## src/rtl/ntt_frame_sender_if.sv

```systemverilog
// Memory read port plus AXI-Stream master bundle used by ntt_frame_sender.
// The master modport is the sender side; the slave modport is the memory/sink side.
interface ntt_frame_sender_if #(
    parameter int DATA_W = 32
);
    logic              mem_rd_en;
    logic [7:0]        mem_rd_addr;
    logic [DATA_W-1:0] mem_rd_data;
    logic [DATA_W-1:0] M_AXIS_tdata;
    logic              M_AXIS_tvalid;
    logic              M_AXIS_tready;
    logic              M_AXIS_tlast;

    modport master (
        output mem_rd_en,
        output mem_rd_addr,
        input  mem_rd_data,
        output M_AXIS_tdata,
        output M_AXIS_tvalid,
        input  M_AXIS_tready,
        output M_AXIS_tlast
    );

    modport slave (
        input  mem_rd_en,
        input  mem_rd_addr,
        output mem_rd_data,
        input  M_AXIS_tdata,
        input  M_AXIS_tvalid,
        output M_AXIS_tready,
        input  M_AXIS_tlast
    );
endinterface

```

## src/rtl/ntt_frame_sender.sv

```systemverilog
// Streams one frame of NTT coefficients from a 1-cycle-latency memory onto AXI-Stream.
// Define NTT_FRAME_SENDER_BITREV_EN to fetch the frame at bit-reversed addresses.
module ntt_frame_sender #(
    parameter int DATA_W    = 32,
    parameter int FRAME_LEN = 256
) (
    input  logic       clk,
    input  logic       reset,
    input  logic       start_i,
    output logic       busy_o,
    output logic       done_o,
    output logic [7:0] frame_count_o,
    ntt_frame_sender_if.master bus
);
    localparam int IDX_W = (FRAME_LEN > 1) ? $clog2(FRAME_LEN) : 1;
    localparam logic [IDX_W-1:0] LAST_IDX = IDX_W'(FRAME_LEN - 1);

    typedef enum logic [1:0] { IDLE, FETCH, DRAIN } state_t;

    state_t            state_q, state_d;
    logic [IDX_W-1:0]  rdIdx_q, rdIdx_d;
    logic [IDX_W-1:0]  outIdx_q, outIdx_d;
    logic              rdPend_q;
    logic [1:0]        count_q, count_d;
    logic              wrPtr_q, rdPtr_q;
    logic [DATA_W-1:0] fifoMem_q [2];
    logic              done_q;
    logic [7:0]        frameCount_q;

    logic              outValid, pop, push, storePop, issue, lastHs;
    logic [2:0]        occAfter;
    logic [IDX_W-1:0]  addrIdx;
    logic [7:0]        rdAddr;

    // The returning read word counts as buffered, so output is valid on its arrival cycle
    always_comb begin
        outValid = (count_q != 2'd0) || rdPend_q;
        pop      = outValid && bus.M_AXIS_tready;
        lastHs   = pop && (outIdx_q == LAST_IDX);
        push     = rdPend_q && !((count_q == 2'd0) && pop);
        storePop = pop && (count_q != 2'd0);
        count_d  = count_q + 2'(push) - 2'(storePop);
        occAfter = 3'(count_q) + 3'(rdPend_q) - 3'(pop);
        issue    = (state_q == FETCH) && (occAfter < 3'd2);
    end

    always_comb begin
        state_d  = state_q;
        rdIdx_d  = rdIdx_q;
        outIdx_d = pop ? outIdx_q + 1'b1 : outIdx_q;
        case (state_q)
            IDLE: begin
                if (start_i) begin
                    state_d  = FETCH;
                    rdIdx_d  = '0;
                    outIdx_d = '0;
                end
            end
            FETCH: begin
                if (issue) begin
                    rdIdx_d = rdIdx_q + 1'b1;
                    if (rdIdx_q == LAST_IDX) state_d = DRAIN;
                end
            end
            DRAIN: begin
                if (lastHs) state_d = IDLE;
            end
            default: state_d = IDLE;
        endcase
    end

    always_comb begin
        addrIdx = '0;
`ifdef NTT_FRAME_SENDER_BITREV_EN
        for (int b = 0; b < IDX_W; b++) addrIdx[b] = rdIdx_q[IDX_W-1-b];
`else
        addrIdx = rdIdx_q;
`endif
        rdAddr = '0;
        rdAddr[IDX_W-1:0] = addrIdx;
    end

    always_ff @(posedge clk or posedge reset) begin
        if (reset) begin
            state_q      <= IDLE;
            rdIdx_q      <= '0;
            outIdx_q     <= '0;
            rdPend_q     <= 1'b0;
            count_q      <= 2'd0;
            wrPtr_q      <= 1'b0;
            rdPtr_q      <= 1'b0;
            done_q       <= 1'b0;
            frameCount_q <= 8'd0;
        end else begin
            state_q  <= state_d;
            rdIdx_q  <= rdIdx_d;
            outIdx_q <= outIdx_d;
            rdPend_q <= issue;
            count_q  <= count_d;
            if (push) wrPtr_q <= ~wrPtr_q;
            if (storePop) rdPtr_q <= ~rdPtr_q;
            done_q <= lastHs;
            if (lastHs) frameCount_q <= frameCount_q + 8'd1;
        end
    end

    // Storage only; whether an entry is live is tracked by count_q
    always_ff @(posedge clk) begin
        if (push) fifoMem_q[wrPtr_q] <= bus.mem_rd_data;
    end

    assign bus.mem_rd_en     = issue;
    assign bus.mem_rd_addr   = rdAddr;
    assign bus.M_AXIS_tvalid = outValid;
    assign bus.M_AXIS_tdata  = (count_q != 2'd0) ? fifoMem_q[rdPtr_q]
                             : (rdPend_q ? bus.mem_rd_data : '0);
    assign bus.M_AXIS_tlast  = outValid && (outIdx_q == LAST_IDX);
    assign busy_o            = (state_q != IDLE);
    assign done_o            = done_q;
    assign frame_count_o     = frameCount_q;
endmodule

```

## src/flat_wrapper.sv

```systemverilog
// flat-port wrapper written by rule: the top's interface ports become plain ports
module ntt_frame_sender_flat 
#(
    parameter int DATA_W    = 32,
    parameter int FRAME_LEN = 256
)
  (clk, reset, start_i, busy_o, done_o, frame_count_o, bus_mem_rd_en, bus_mem_rd_addr, bus_mem_rd_data, bus_M_AXIS_tdata, bus_M_AXIS_tvalid, bus_M_AXIS_tready, bus_M_AXIS_tlast);
  ntt_frame_sender_if #(.DATA_W(DATA_W)) bus_i ();
  input  logic clk;
  input  logic reset;
  input  logic start_i;
  output logic busy_o;
  output logic done_o;
  output logic [7:0] frame_count_o;
  output wire logic [$bits(bus_i.mem_rd_en)-1:0] bus_mem_rd_en;
  output wire logic [$bits(bus_i.mem_rd_addr)-1:0] bus_mem_rd_addr;
  input wire logic [$bits(bus_i.mem_rd_data)-1:0] bus_mem_rd_data;
  output wire logic [$bits(bus_i.M_AXIS_tdata)-1:0] bus_M_AXIS_tdata;
  output wire logic [$bits(bus_i.M_AXIS_tvalid)-1:0] bus_M_AXIS_tvalid;
  input wire logic [$bits(bus_i.M_AXIS_tready)-1:0] bus_M_AXIS_tready;
  output wire logic [$bits(bus_i.M_AXIS_tlast)-1:0] bus_M_AXIS_tlast;
  assign bus_mem_rd_en = bus_i.mem_rd_en;
  assign bus_mem_rd_addr = bus_i.mem_rd_addr;
  assign bus_i.mem_rd_data = bus_mem_rd_data;
  assign bus_M_AXIS_tdata = bus_i.M_AXIS_tdata;
  assign bus_M_AXIS_tvalid = bus_i.M_AXIS_tvalid;
  assign bus_i.M_AXIS_tready = bus_M_AXIS_tready;
  assign bus_M_AXIS_tlast = bus_i.M_AXIS_tlast;
  ntt_frame_sender #(.DATA_W(DATA_W), .FRAME_LEN(FRAME_LEN)) u_core (.clk(clk), .reset(reset), .start_i(start_i), .busy_o(busy_o), .done_o(done_o), .frame_count_o(frame_count_o), .bus(bus_i));
endmodule
```

## config.mk

```make
export PLATFORM = sky130hd
export DESIGN_NAME = ntt_frame_sender_flat
export DESIGN_NICKNAME = d
export VERILOG_FILES = /design/src/rtl/ntt_frame_sender_if.sv /design/src/rtl/ntt_frame_sender.sv /design/src/flat_wrapper.sv
export SDC_FILE = /design/constraint.sdc
export NUM_CORES = 1
export LEC_CHECK = 0
export BUFFER_PORTS_ARGS = -buffer_cell sky130_fd_sc_hd__buf_2
export CAP_MARGIN = 25
export CORE_ASPECT_RATIO = 1.1
export CORE_MARGIN = 2
export CORE_UTILIZATION = 45
export CTS_CLUSTER_DIAMETER = 120
export CTS_CLUSTER_SIZE = 10
export DETAILED_ROUTE_END_ITERATION = 6
export PLACE_DENSITY_LB_ADDON = 0.15
export SYNTH_ARGS = -nofsm -noshare
export SYNTH_HDL_FRONTEND = slang
export SYNTH_SLANG_ARGS = --single-unit
```

## constraint.sdc

```tcl
create_clock -name clk -period 7.7 [get_ports clk]
set_input_delay 0.385 -clock clk [delete_from_list [all_inputs] [get_ports clk]]
set_output_delay 0.385 -clock clk [all_outputs]
set_load 0.01 [all_outputs]
```

=== Word level (Yosys, flattened, before mapping) ===
Memory sizes are Yosys's and may differ from the RTL's.
Cells that the tools add are included.

* Bits in registers: 32
* Input bits: 36
* Output and inout bits: 53
* Memory bits (writable): 64
* Memories: 1

* $lt $le $gt $ge: 1
* $add $sub $neg: 7
* Reductions and logical operators: 16
* Bitwise logic cells: 2
* Equality and inequality tests: 8
* Muxes and demuxes: 15

{| class="wikitable"
|+ Memories
! memory !! words !! bits a word !! read ports !! clocked after Yosys merged registers in !! wr ports !! RTL line !! source
|-
| u_core.fifoMem_q || 2 || 32 || 1 || 0 || 1 || ntt_frame_sender.sv:26 || <nowiki>logic [DATA_W-1:0] fifoMem_q [2];</nowiki>
|}

{| class="wikitable"
|+ Operator list
! cell !! count
|-
| $mux W32 || 2
|-
| $mux W8 || 5
|-
| $add A8 B1 Y8 const B || 3
|-
| $eq A8 B8 Y1 const B || 2
|-
| $pmux W8 S2 || 1
|-
| $mux W2 || 4
|-
| $logic_and A1 B1 Y1 || 7
|-
| $pmux W2 S3 || 1
|-
| $reduce_bool A2 Y1 || 3
|-
| $logic_not A2 Y1 || 2
|-
| $ne A2 B1 Y1 const B || 2
|-
| $ne A2 B2 Y1 const B || 2
|-
| $reduce_and A4 Y1 || 1
|-
| $add A2 B1 Y3 || 1
|-
| $lt A3 B2 Y1 const B || 1
|-
| $reduce_and A3 Y1 || 1
|-
| $sub A3 B1 Y3 || 1
|-
| $add A2 B1 Y2 || 1
|-
| $eq A2 B1 Y1 const B || 1
|-
| $eq A2 B2 Y1 const B || 1
|-
| $mux W1 || 2
|-
| $not A1 Y1 || 2
|-
| $sub A2 B1 Y2 || 1
|-
| $logic_not A1 Y1 || 1
|-
| $logic_or A1 B1 Y1 || 1
|}

=== Logic depth before layout (Yosys ltp) ===
Gate-level depths: netlist of the first run.

* Depth in word-level cells: 8
* Gate-level depth with buffers: 10
* Mapped depth without buffers: 8

=== Least setup slack after synthesis of the first run ===
Ideal clock, no wire load.

* Kind: register to register
* Start: register u_core.count_q[1]
* End: memory u_core.fifoMem_q[0][0], enable pin
* Setup slack: 4730 ps
* Data arrival time: 2545 ps
* Data required time: 7275 ps
* Stages on the path, launching flop included: 6
* Path buffers: 2
* Library setup time: 425 ps
* Clock period less this slack: 2970 ps
* Cell sequence: dfrtp_1 buf_6 nor2_1 clkbuf_1 a21boi_0 nor2b_1

* Word-level cells in the longest chain between the ends: 8

{| class="wikitable"
|+ Ends and longest elaborated chain
! what !! RTL line !! source
|-
| start, declared || ntt_frame_sender.sv:24 || <nowiki>logic [1:0] count_q, count_d;</nowiki>
|-
| start signal, assigned || ntt_frame_sender.sv:99 || <nowiki>count_q <= count_d;</nowiki>
|-
| $reduce_bool A2 Y1 || ntt_frame_sender.sv:37 || <nowiki>outValid = (count_q != 2'd0) || rdPend_q;</nowiki>
|-
| $logic_or A1 B1 Y1 || ntt_frame_sender.sv:37 ||
|-
| $logic_and A1 B1 Y1 || ntt_frame_sender.sv:38 || <nowiki>pop = outValid && bus.M_AXIS_tready;</nowiki>
|-
| $logic_and A1 B1 Y1 * || ntt_frame_sender.sv:40 || <nowiki>push = rdPend_q && !((count_q == 2'd0) && pop);</nowiki>
|-
| $logic_not A1 Y1 * || ntt_frame_sender.sv:40 ||
|-
| $logic_and A1 B1 Y1 * || ntt_frame_sender.sv:40 ||
|-
| via u_core.push || ntt_frame_sender.sv:30 || <nowiki>logic outValid, pop, push, storePop, issue, lastHs;</nowiki>
|-
| $mux W1 * || ntt_frame_sender.sv:109 || <nowiki>if (push) fifoMem_q[wrPtr_q] <= bus.mem_rd_data;</nowiki>
|-
| $mux W1 (not written as such) * || ntt_frame_sender.sv:109 ||
|-
| end, declared || ntt_frame_sender.sv:26 ||
|}

Mark *: on every way through the listed nets, which the timed path passes. The rest lies on a longest branch.

=== Worst setup path in the final report of the first run ===
* Start: register u_core.count_q[1]
* End: output port bus_mem_rd_en

* Word-level cells in the longest chain between the ends: 6

{| class="wikitable"
|+ Ends and longest elaborated chain
! what !! RTL line !! source
|-
| branches (longest 3 deep; another with $add A2 B1 Y3) || -- ||
|-
| $sub A3 B1 Y3 * || ntt_frame_sender.sv:43 || <nowiki>occAfter = 3'(count_q) + 3'(rdPend_q) - 3'(pop);</nowiki>
|-
| $lt A3 B2 Y1 * || ntt_frame_sender.sv:44 || <nowiki>issue = (state_q == FETCH) && (occAfter < 3'd2);</nowiki>
|-
| $logic_and A1 B1 Y1 * || ntt_frame_sender.sv:44 ||
|-
| end, declared || flat_wrapper.sv:15 || <nowiki>output wire logic [$bits(bus_i.mem_rd_en)-1:0] bus_mem_rd_en;</nowiki>
|}

Every way passes the cells marked *.

==> results.ini, run 1 <==
[run_status]
status=complete, no violations

[sta]
tightest_slew_ns=1.022
fin_tns_setup_ns=0
min_period_over_period_pct=41.77
relSlewSlack_pct=31.84
rsz0062_at_grt=false
max_freq_ghz=0.3109
report.final.slew_viol_count=0
finalCriticalPeriod_ns=3.216
clock-skew-final_ns=0.01065
hold_viol_final=0
setup_viol=0

[global_routing]
grt-ovfl-total=0
grt_pass1_wl_microns=13240
grtUsageTotal_pct=16.96
grt_pass1_vias=2699
antenna_found_initial=0
grt_max_degree=66

[synth]
ys_types=39
synth_top_family_by_area=simple AND/OR/NAND/NOR gates
synth-async-reset-ratio_pct=33.33
ys_warn_count=0
synth_cells=332
synth_top_flop_cell=edfxtp_1
synthSimpleGateAreaFrac_pct=11.84
synth.area.mux_share_pct=8.336
avgSynthCellArea_sq_um=12.70
synth-seq-cells=96
seq_area_frac_synth_pct=64.55
synth_fp_nets=374
synth_edf_count=64
netlist_area_sq_mm=0.004218
synthAdderAreaFrac_pct=1.958
synth-compound-area-share_pct=6.526
yosys.area_share.xor_xnor_pct=3.945

[cells_and_area]
nets=458
regArea_sq_mm=0.002724
drive_gt1_share_pct=27.08
fillCellCount=828
area_growth_pct=17.89
multi_input_area_sq_mm=0.001390
antenna-diode-count=0
finalNonFillerCells=538

[floorplanning]
pin_count=89
die_area_sq_mm=0.01016
die_h_microns=105.5
die_w_microns=96.31
core_sq_mm=0.009259
rows=37
initial_utilization_pct=45.55

[place]
hpwlAfterDp_microns=5322
io_buffers=88
placedCellCount=522
place.gp.congestion=0.7669

[worst_hold_path]
worstHoldPathType=input pin to asynchronous set/reset pin

[critical_path]
crit_buf_inv=2
critical_path.top_delay_family=simple AND/OR/NAND/NOR gates
crit_type=flip-flop to output pin
worstPathRequired_ns=7.32
start_kind=flip-flop
cp-end-kind=output pin
path_cells=o21ai_0 -> or2_2 -> fa_1 -> xnor2_1 -> or3_1 -> inv_1 -> buf_2
cp_max_fo=9
slowest_stage=dfrtp_1
arrival_ns=2.83
max_stage_delay_ns=0.54

[pwr]
power_mw=1.762
irDropWorstVdd_mv=0.1750
power.leakage_nw=2.042
powerDensity_mw_per_mm2=354.4

[cts]
cts_tree=yes
clkLatencyLatePin_ns=0.37
htree_levels=3
hold_buffers=0
clockBufferDepth=2
cts.clk_slew.worst_paths_ns=0.10
cts_resized=0
cts-root-buf=clkbuf_8
cts_setup_buffers=0
clock_sinks=96
cts_buffers=9

[routing]
wirelength_microns=8268
wl_per_cell_microns=15.37
drt-pass1-iter-count=6
drt_iter0_drc=122
vias=2846
drc=0
detail-route-antenna-nets=0
vias_per_cell=5.290

[job]
cap_viol_max_count=0

report_power, final:
group          total [mW]  internal, mW  switching (mW)  leakage [nW]
Clock               0.344         0.156           0.187         0.103
Combinational       0.633         0.261           0.372         0.940
Sequential          0.785         0.676           0.110          1.00
sequential cells by signal, indices dropped and copies added, names as in the netlist:
signal,cells
u_core.count_q,2
u_core.outIdx_q,8
u_core.rdPend_q,1
u_core.frame_count_o,8
u_core.bus.mem_rd_addr,8
u_core.wrPtr_q,1
u_core.state_q,2
u_core.rdPtr_q,1
u_core.done_o,1
u_core.fifoMem_q,64
worst register-to-register path, cell delays in order, from the launching register on:
cell     delay (ns)
dfrtp_1        0.54
o21ai_0        0.24
or2_2          0.33
fa_1           0.40
xnor2_1        0.16
or3_1          0.50
or4_1          0.54
a21oi_1        0.14
layout make-up:
class	count	share of cell area (%)
clock buffer	9	2.491
clock inverter	7	1.686
inverter	9	0.6794
multi-input combinational	208	27.96
sequential	96	54.78
tap	117	2.944
timing repair buffer	92	9.461
final timing paths:
kind / from / slack (ns) / to / cells after the start
max: u_core.count_q[1]$_DFF_PP0_ / 4.48 / bus_mem_rd_en / 7
max reg2reg: u_core.count_q[1]$_DFF_PP0_ / 4.79 / u_core.bus.mem_rd_addr[7]$_DFFE_PP0P_ / 7
min in group clk: bus_mem_rd_data[22] / 0.21 / u_core.fifoMem_q[1][22]$_DFFE_PP_ / 1
min reg2reg: u_core.frame_count_o[7]$_DFFE_PP0P_ / 0.48 / u_core.frame_count_o[7]$_DFFE_PP0P_ / 1
max in group asynchronous: reset / 7.30 / u_core.rdPtr_q$_DFFE_PP0P_ / 3
min: reset / 0.09 / u_core.frame_count_o[1]$_DFFE_PP0P_ / 3
placed cells by master, fill, tap and decap left out, drive strengths merged, types with 9 or more instances in the layout:
master  synthesis  routed
buf             3      92
clkbuf         16       9
dfrtp          32      32
edfxtp         64      64
inv             9      13
mux2i          34      34
nand2          17      17
nand3          42      42
nor2           12      12
o21ai          35      35
xnor2          14      14
cell usage after synthesis (2+ instances only):
cell type | instances | area share, %
or3_1 | 2 | 0.30
nand3_1 | 42 | 5.0
nand4_1 | 6 | 0.89
a21oi_1 | 4 | 0.47
edfxtp_1 | 64 | 46
nor3_1 | 5 | 0.59
xor2_1 | 5 | 1.0
nor2_1 | 12 | 1.1
clkbuf_1 | 16 | 1.4
inv_1 | 9 | 0.80
nor4_1 | 2 | 0.30
o21ai_0 | 35 | 4.2
mux2i_1 | 34 | 8.1
nand2b_1 | 2 | 0.30
and2_1 | 2 | 0.30
ha_1 | 5 | 1.5
dfrtp_1 | 32 | 19
o31ai_1 | 2 | 0.36
nor2b_1 | 2 | 0.30
nand2_1 | 17 | 1.5
xnor2_1 | 14 | 2.9
buf_6 | 2 | 0.53
o211ai_1 | 2 | 0.36
metal layers:
metal	part of all wire, %	global-route usage (%)	up-vias
met1	44	23.69	1366
met5	0	0	-
met2	50	26.54	76
li1	-	-	1393
met3	4.9	2.716	11
met4	1.6	6.640	0
metrics by stage:
stage | cell area, sq um | util [%] | hold slack (ns) | worst slack [ns]
detailed placement | 4765 | 51.46 | 0.4761 | 4.794
global route | 4972 | 53.70 | 0.1335 | 4.299
global placement | 4765 | 51.46 | 0.4715 | 4.830
CTS | 4972 | 53.70 | 0.09446 | 4.451
finish | 4972 | 53.70 | 0.08690 | 4.484
floorplan | 4218 | - | 0.4555 | 4.730
kinds of logic after synthesis:
kind of cell | Yosys count
xor+xnor | 19
compound gates | 49
flops | 96
buf+inv | 28
simple gates | 99
mux | 35
fa+ha+maj | 6
Power figures use the tool's default switching activity.
==> inputs of run 2 (changes only) <==
==> constraint.sdc (replaced) <==
create_clock -name clk -period 3.05 [get_ports clk]
set_input_delay 0.1525 -clock clk [delete_from_list [all_inputs] [get_ports clk]]
set_output_delay 0.1525 -clock clk [all_outputs]
set_load 0.01 [all_outputs]
==> run 2 against run 1 <==
The flow now finishes with violations (hold timing). Sequential share of layout area shrank 3.7 points. Design area is 7.3% higher. Sequential power rose by 140%. Setup slack lost 4.3 ns. Critical path type unchanged. Largest power group unchanged.
==> results.ini, run 2 (synthesis results as in run 1) <==
[floorplanning]
die_h_microns=105.5  ; unchanged
die_w_microns=96.31  ; unchanged
initial_utilization_pct=45.55  ; unchanged
core_sq_mm=0.009259  ; unchanged
rows=37  ; unchanged
pin_count=89  ; unchanged
die_area_sq_mm=0.01016  ; unchanged

[job]
cap_viol_max_count=0  ; unchanged

[critical_path]
worstPathRequired_ns=2.90  ; -4.42 ns
crit_path_end=bus_mem_rd_en
crit_type=flip-flop to output pin
start_kind=flip-flop
cp.depth=7  ; unchanged
slowest_stage=or3_1
cp-end-kind=output pin
path_cells=o21ai_0 -> or2_2 -> fa_1 -> xnor2_1 -> or3_1 -> inv_1 -> buf_2
worstReg2RegStart=u_core.count_q[0]$_DFF_PP0_
cp_max_fo=9  ; unchanged
arrival_ns=2.72  ; -0.11 ns
critical_path.top_delay_family=simple AND/OR/NAND/NOR gates
r2r.worst_path.cells=7  ; unchanged
crit_start=u_core.count_q[0]$_DFF_PP0_
reg2reg_to=u_core.bus.mem_rd_addr[7]$_DFFE_PP0P_
rrSetupSlack_ns=0.25  ; -4.54 ns
max_stage_delay_ns=0.49  ; -0.05 ns
crit_buf_inv=2  ; unchanged

[cells_and_area]
final_cell_mix=88 x buf_2, 64 x edfxtp_1, 42 x nand3_1
nets=491  ; +7.2%
antenna-diode-count=0  ; unchanged
largest_reg_flops=64  ; unchanged
fin_area_sq_mm=0.005334  ; +7.3%
regMostFlops=u_core.fifoMem_q
mostFrequentLayoutCell=buf_2
area_growth_pct=26.46
drive_gt1_share_pct=25.77  ; -1.3 points

[cts]
clock_sinks=96  ; unchanged
cts_buffers=9  ; unchanged
clockBufferDepth=2  ; unchanged
cts_setup_buffers=0  ; unchanged
cts.clk_slew.worst_paths_ns=0.09  ; about the same
cts-root-buf=clkbuf_8
htree_levels=3  ; unchanged
hold_buffers=28  ; +28
cts_resized=0  ; unchanged
clkLatencyLatePin_ns=0.36  ; about the same
cts_tree=yes

[routing]
drt-pass1-iter-count=4  ; -2
drt_iter0_drc=78  ; -36%
detail-route-antenna-nets=0  ; unchanged
wl_per_cell_microns=14.80  ; -3.7%
vias=2956  ; +3.9%
wirelength_microns=8452  ; +2.2%
drc=0  ; unchanged
vias_per_cell=5.177  ; -2.1%

[sta]
report.final.slew_viol_count=0  ; unchanged
rsz0062_at_grt=false
tightest_slew_ns=0.8985  ; -0.1240 ns
finalCriticalPeriod_ns=2.868
clock-skew-final_ns=0.01399  ; +0.003340 ns
setup_viol=0  ; unchanged
relSlewSlack_pct=40.04  ; +8.2 points
hold_viol_final=23  ; +23
min_period_over_period_pct=94.03
holdWs_ns=-0.02211  ; -0.1090 ns
fin_tns_setup_ns=0  ; unchanged
max_freq_ghz=0.3487

[place]
placedInstanceArea_sq_mm=0.004820  ; +1.2%
io_buffers=88  ; unchanged
place.gp.congestion=0.7828  ; +2.1%
hpwlAfterDp_microns=5475  ; +2.9%

[pwr]
switching_share_pct=36.74  ; -1.2 points
pwr-share-seq_pct=41.4  ; -3.2 points
p_clk_share_pct=20.0  ; +0.5 points
power.leakage_nw=2.196  ; +7.6%
p_int_mw=2.900  ; +170%
irDropWorstVdd_mv=0.4755  ; +170%
power_mw=4.584  ; +160%
combPwrFrac_pct=38.6  ; +2.7 points
powerDensity_mw_per_mm2=859.3  ; +140%
p_switching_mw=1.684  ; +150%

[global_routing]
antenna_found_initial=0  ; unchanged
grt_pass1_vias=2854  ; +5.7%
grt_pass1_wl_microns=13530  ; +2.2%
grt_max_degree=65  ; -1.5%
grtUsageTotal_pct=17.27  ; +0.31 points
grt-ovfl-total=0  ; unchanged

[run_status]
violations=hold timing
status=finished with violations

[worst_hold_path]
worstHoldPathType=input pin to asynchronous set/reset pin

-- run 2: changes by cell type in the layout (fill, tap and decap cells not counted), sizes merged --
cell | before | now
inv | 13 | 12
dlygate4sd3 | 0 | 29
bufinv | 1 | 2
buf | 92 | 96
-- run 2: how the worst min path moves through the flow --
stage / startpoint / end / slack (ns) / depth (start not counted)
5_1_grt: bus_mem_rd_data[15] / u_core.fifoMem_q[0][15]$_DFFE_PP_ / 0.00008 / 1
3_5_place_dp: bus_mem_rd_data[22] / u_core.fifoMem_q[1][22]$_DFFE_PP_ / 0.36 / 1
3_3_place_gp: bus_mem_rd_data[22] / u_core.fifoMem_q[1][22]$_DFFE_PP_ / 0.36 / 1
4_1_cts: reset / u_core.state_q[1]$_DFFE_PP0P_ / 0.0008 / 2
2_1_floorplan: bus_mem_rd_data[0] / u_core.fifoMem_q[0][0]$_DFFE_PP_ / 0.25 / 0
6_report: reset / u_core.outIdx_q[7]$_DFF_PP0_ / -0.02 / 2
-- run 2: layer usage --
layer	GRT usage, %	share of wire, %	up-vias
li1	-	-	1459
met1	22.51	45	1423
met2	28.47	49	63
met3	3.360	4.4	11
met4	6.338	1.6	0
met5	0	0	-
-- run 2: layout make-up --
type | instances | area [sq um]
repair buffers | 125 | 815.8
flip-flops and latches | 96 | 2724
fillers | 813 | 3925
clock inverters | 7 | 100.1
well taps | 117 | 146.4
inverters | 9 | 33.78
multi-input cells | 208 | 1390
clock buffers | 9 | 123.9
-- run 2: stage by stage --
| stage | hold WS, ns | setup slack, ns | std cells | util (%) |
|---|---|---|---|---|
| after floorplan | 0.2514 | 0.07998 | 332 | - |
| after global placement | 0.3566 | 0.3217 | 526 | 52.05 |
| after detailed placement | 0.3595 | 0.2861 | 526 | 52.05 |
| after CTS | 0.0007868 | 0.1784 | 570 | 57.50 |
| after global routing | 0.00007666 | 0.04295 | 571 | 57.61 |
| final | -0.02211 | 0.1822 | 571 | 57.61 |
-- run 2: power groups by stage --
stage          Sequential, mW  Clock, mW  Combinational, mW
2_1_floorplan            1.87          0               1.21
3_3_place_gp             1.91          0               1.74
3_5_place_dp             1.93          0               1.77
4_1_cts                  1.90      0.945               1.80
5_1_grt                  1.93       1.00               1.98
6_report                 1.90      0.919               1.77
==> inputs of run 3 (changes only) <==
--- a/config.mk
+++ b/config.mk
@@ -9,11 +9,13 @@
 export CAP_MARGIN = 25
 export CORE_ASPECT_RATIO = 1.1
 export CORE_MARGIN = 2
-export CORE_UTILIZATION = 45
+export CORE_UTILIZATION = 25
+export CTS_BUF_LIST = sky130_fd_sc_hd__clkbuf_4 sky130_fd_sc_hd__clkbuf_8
 export CTS_CLUSTER_DIAMETER = 120
 export CTS_CLUSTER_SIZE = 10
 export DETAILED_ROUTE_END_ITERATION = 6
 export PLACE_DENSITY_LB_ADDON = 0.15
+export SLEW_MARGIN = 20
 export SYNTH_ARGS = -nofsm -noshare
 export SYNTH_HDL_FRONTEND = slang
 export SYNTH_SLANG_ARGS = --single-unit
==> run 3 against run 2 <==
The run now ends clean. Maximum frequency is 2.3% higher. Via count grew 2.3%. Global-route usage decreased by 6.2 points. Cell count is 16% higher. Clock skew fell by 0.0050 ns. Setup slack better by 0.066 ns. Non-clock buffer count grew 7. Hold slack gained 0.14 ns. Power up 1.8%. Critical path type unchanged. Largest power group unchanged. Highest routed layer unchanged.
==> results.ini, run 3 (synthesis results as in run 1) <==
[run_status]
status=complete, no violations

[routing]
wl_per_cell_microns=14.55  ; -1.7%
detail-route-antenna-nets=0  ; unchanged
drt-pass1-iter-count=4  ; unchanged
drt_iter0_drc=152  ; +95%
drc=0  ; unchanged
vias_per_cell=4.549  ; -12%
wirelength_microns=9673  ; +14%
vias=3025  ; +2.3%

[critical_path]
max_stage_delay_ns=0.44  ; -0.05 ns
slowest_stage=dfrtp_2
critical_path.top_delay_family=simple AND/OR/NAND/NOR gates
r2r.worst_path.cells=7  ; unchanged
worstReg2RegStart=u_core.count_q[0]$_DFF_PP0_
crit_start=u_core.count_q[0]$_DFF_PP0_
start_kind=flip-flop
cp-end-kind=output pin
cp.depth=8  ; +1
crit_type=flip-flop to output pin
rrSetupSlack_ns=0.48  ; +0.23 ns
worstPathRequired_ns=2.90  ; about the same
crit_path_end=bus_mem_rd_en
path_cells=o21ai_1 -> or2_2 -> fa_1 -> xnor2_1 -> or3_1 -> buf_4 -> inv_1 -> buf_2
cp_max_fo=8  ; -1
reg2reg_to=u_core.bus.mem_rd_addr[7]$_DFFE_PP0P_
arrival_ns=2.65  ; -0.07 ns
crit_buf_inv=3  ; +1

[global_routing]
grt_pass1_vias=2903  ; +1.7%
grtUsageTotal_pct=11.10  ; -6.2 points
top_usage_layer=met2
grt_use_met3_pct=2.368  ; -0.99 points
grt_use_met2_pct=17.45  ; -11 points
antenna_found_initial=0  ; unchanged
grt.met1_usage_pct=14.55  ; -8.0 points
grt_pass1_wl_microns=15340  ; +13%
grt-ovfl-total=0  ; unchanged
grt_max_degree=65  ; unchanged

[cells_and_area]
antenna-diode-count=0  ; unchanged
area_growth_pct=30.11
fin_area_sq_mm=0.005488  ; +2.9%
regMostFlops=u_core.fifoMem_q
multi_input_area_sq_mm=0.001391  ; about the same
final_cell_mix=88 x buf_2, 64 x edfxtp_1, 42 x nand3_1
fillCellCount=1693  ; +110%
regArea_sq_mm=0.002725  ; about the same
largest_reg_flops=64  ; unchanged
drive_gt1_share_pct=26.68  ; +0.91 points
mostFrequentLayoutCell=buf_2
nets=498  ; +1.4%

[floorplanning]
rows=49  ; +32%
die_area_sq_mm=0.01793  ; +76%
die_w_microns=127.8  ; +33%
core_sq_mm=0.01643  ; +77%
initial_utilization_pct=25.67  ; -20 points
pin_count=89  ; unchanged
die_h_microns=140.2  ; +33%

[cts]
cts_tree=yes
cts.clk_slew.worst_paths_ns=0.09  ; about the same
cts-root-buf=clkbuf_8
cts_buffers=9  ; unchanged
clkLatencyLatePin_ns=0.38  ; +0.02 ns
htree_levels=3  ; unchanged
clock_sinks=96  ; unchanged
clockBufferDepth=2  ; unchanged
cts_setup_buffers=0  ; unchanged

[sta]
clock-skew-final_ns=0.008977  ; -0.005015 ns
finalCriticalPeriod_ns=2.802  ; -0.06568 ns
setup_viol=0  ; unchanged
rsz0062_at_grt=false
relSlewSlack_pct=47.51  ; +7.5 points
hold_viol_final=0  ; -100%
min_period_over_period_pct=91.87  ; -2.2 points
fin_tns_setup_ns=0  ; unchanged
report.final.slew_viol_count=0  ; unchanged
finalWorstSetupSlack_ns=0.2478  ; +0.06568 ns
max_freq_ghz=0.3569  ; +2.3%
tightest_slew_ns=0.7832  ; -0.1153 ns

[pwr]
p_clk_share_pct=19.9  ; about the same
powerDensity_mw_per_mm2=850.0  ; -1.1%
switching_share_pct=37.38  ; +0.64 points
p_switching_mw=1.744  ; +3.5%
pwr-share-seq_pct=41.3  ; about the same
p_int_mw=2.921  ; +0.73%
irDropWorstVdd_mv=0.2711  ; -43%
combPwrFrac_pct=38.7  ; about the same
power.leakage_nw=2.228  ; +1.5%

[place]
placedInstanceArea_sq_mm=0.004940  ; +2.5%
io_buffers=88  ; unchanged
place.gp.congestion=0.7231  ; -7.6%
hpwlAfterDp_microns=6328  ; +16%
place_ws_ns=0.3569  ; +0.07072 ns

[worst_hold_path]
worstHoldPathType=input pin to flip-flop

[job]
cap_viol_max_count=0  ; unchanged

-- run 3: final cells by class --
| cell class | instances | area share (%) |
|---|---|---|
| clock buffers | 9 | 2.257 |
| flip-flops and latches | 96 | 49.66 |
| repair buffers | 132 | 15.78 |
| well taps | 204 | 4.651 |
| inverters | 9 | 0.6156 |
| clock inverters | 7 | 1.687 |
| multi-input cells | 208 | 25.35 |
-- run 3: power groups by stage --
| stage | logic, mW | clock network, mW | registers, mW |
|---|---|---|---|
| 2_1_floorplan | 1.21 | 0 | 1.87 |
| 3_3_place_gp | 1.82 | 0 | 1.95 |
| 3_5_place_dp | 1.82 | 0 | 1.96 |
| 4_1_cts | 1.85 | 0.965 | 1.93 |
| 5_1_grt | 2.03 | 1.00 | 1.97 |
| 6_report | 1.81 | 0.929 | 1.93 |
-- run 3: worst min path at each step --
stage | from | endpoint | depth (start not counted)
2_1_floorplan | bus_mem_rd_data[0] | u_core.fifoMem_q[0][0]$_DFFE_PP_ | 0
3_3_place_gp | reset | u_core.outIdx_q[0]$_DFF_PP0_ | 2
3_5_place_dp | reset | u_core.wrPtr_q$_DFFE_PP0P_ | 2
4_1_cts | bus_M_AXIS_tready | u_core.outIdx_q[1]$_DFF_PP0_ | 3
5_1_grt | bus_M_AXIS_tready | u_core.outIdx_q[1]$_DFF_PP0_ | 3
6_report | bus_M_AXIS_tready | u_core.outIdx_q[1]$_DFF_PP0_ | 3
-- run 3: per-stage QoR --
step | util, % | hold slack (ns) | cells | total power, mW
CTS | 33.39 | 0.08213 | 665 | 4.752
floorplan | - | 0.2514 | 332 | 3.071
global placement | 30.06 | 0.3412 | 616 | 3.769
finish | 33.40 | 0.1178 | 665 | 4.664
global route | 33.40 | 0.1359 | 665 | 4.996
detailed placement | 30.06 | 0.3532 | 616 | 3.779
-- run 3: metal layers --
metal,wire [microns],up-vias,part of all wire (%)
met4,186,0,1.9
met1,4620,1471,48
li1,-,1471,-
met5,0,-,0
met3,357,10,3.7
met2,4509,73,47
-- run 3: tightest hold or removal path, cell delays in order --
cell and delay, ns:
buf_2 0.16, nand3_1 0.09, a21oi_1 0.06
-- run 3: timing repair --
action | CTS | global route
resized for setup | 0 | 2
hold buffers | 33 | 0
hold endpoints to repair | 82 | 0
setup endpoints to repair | 0 | 1
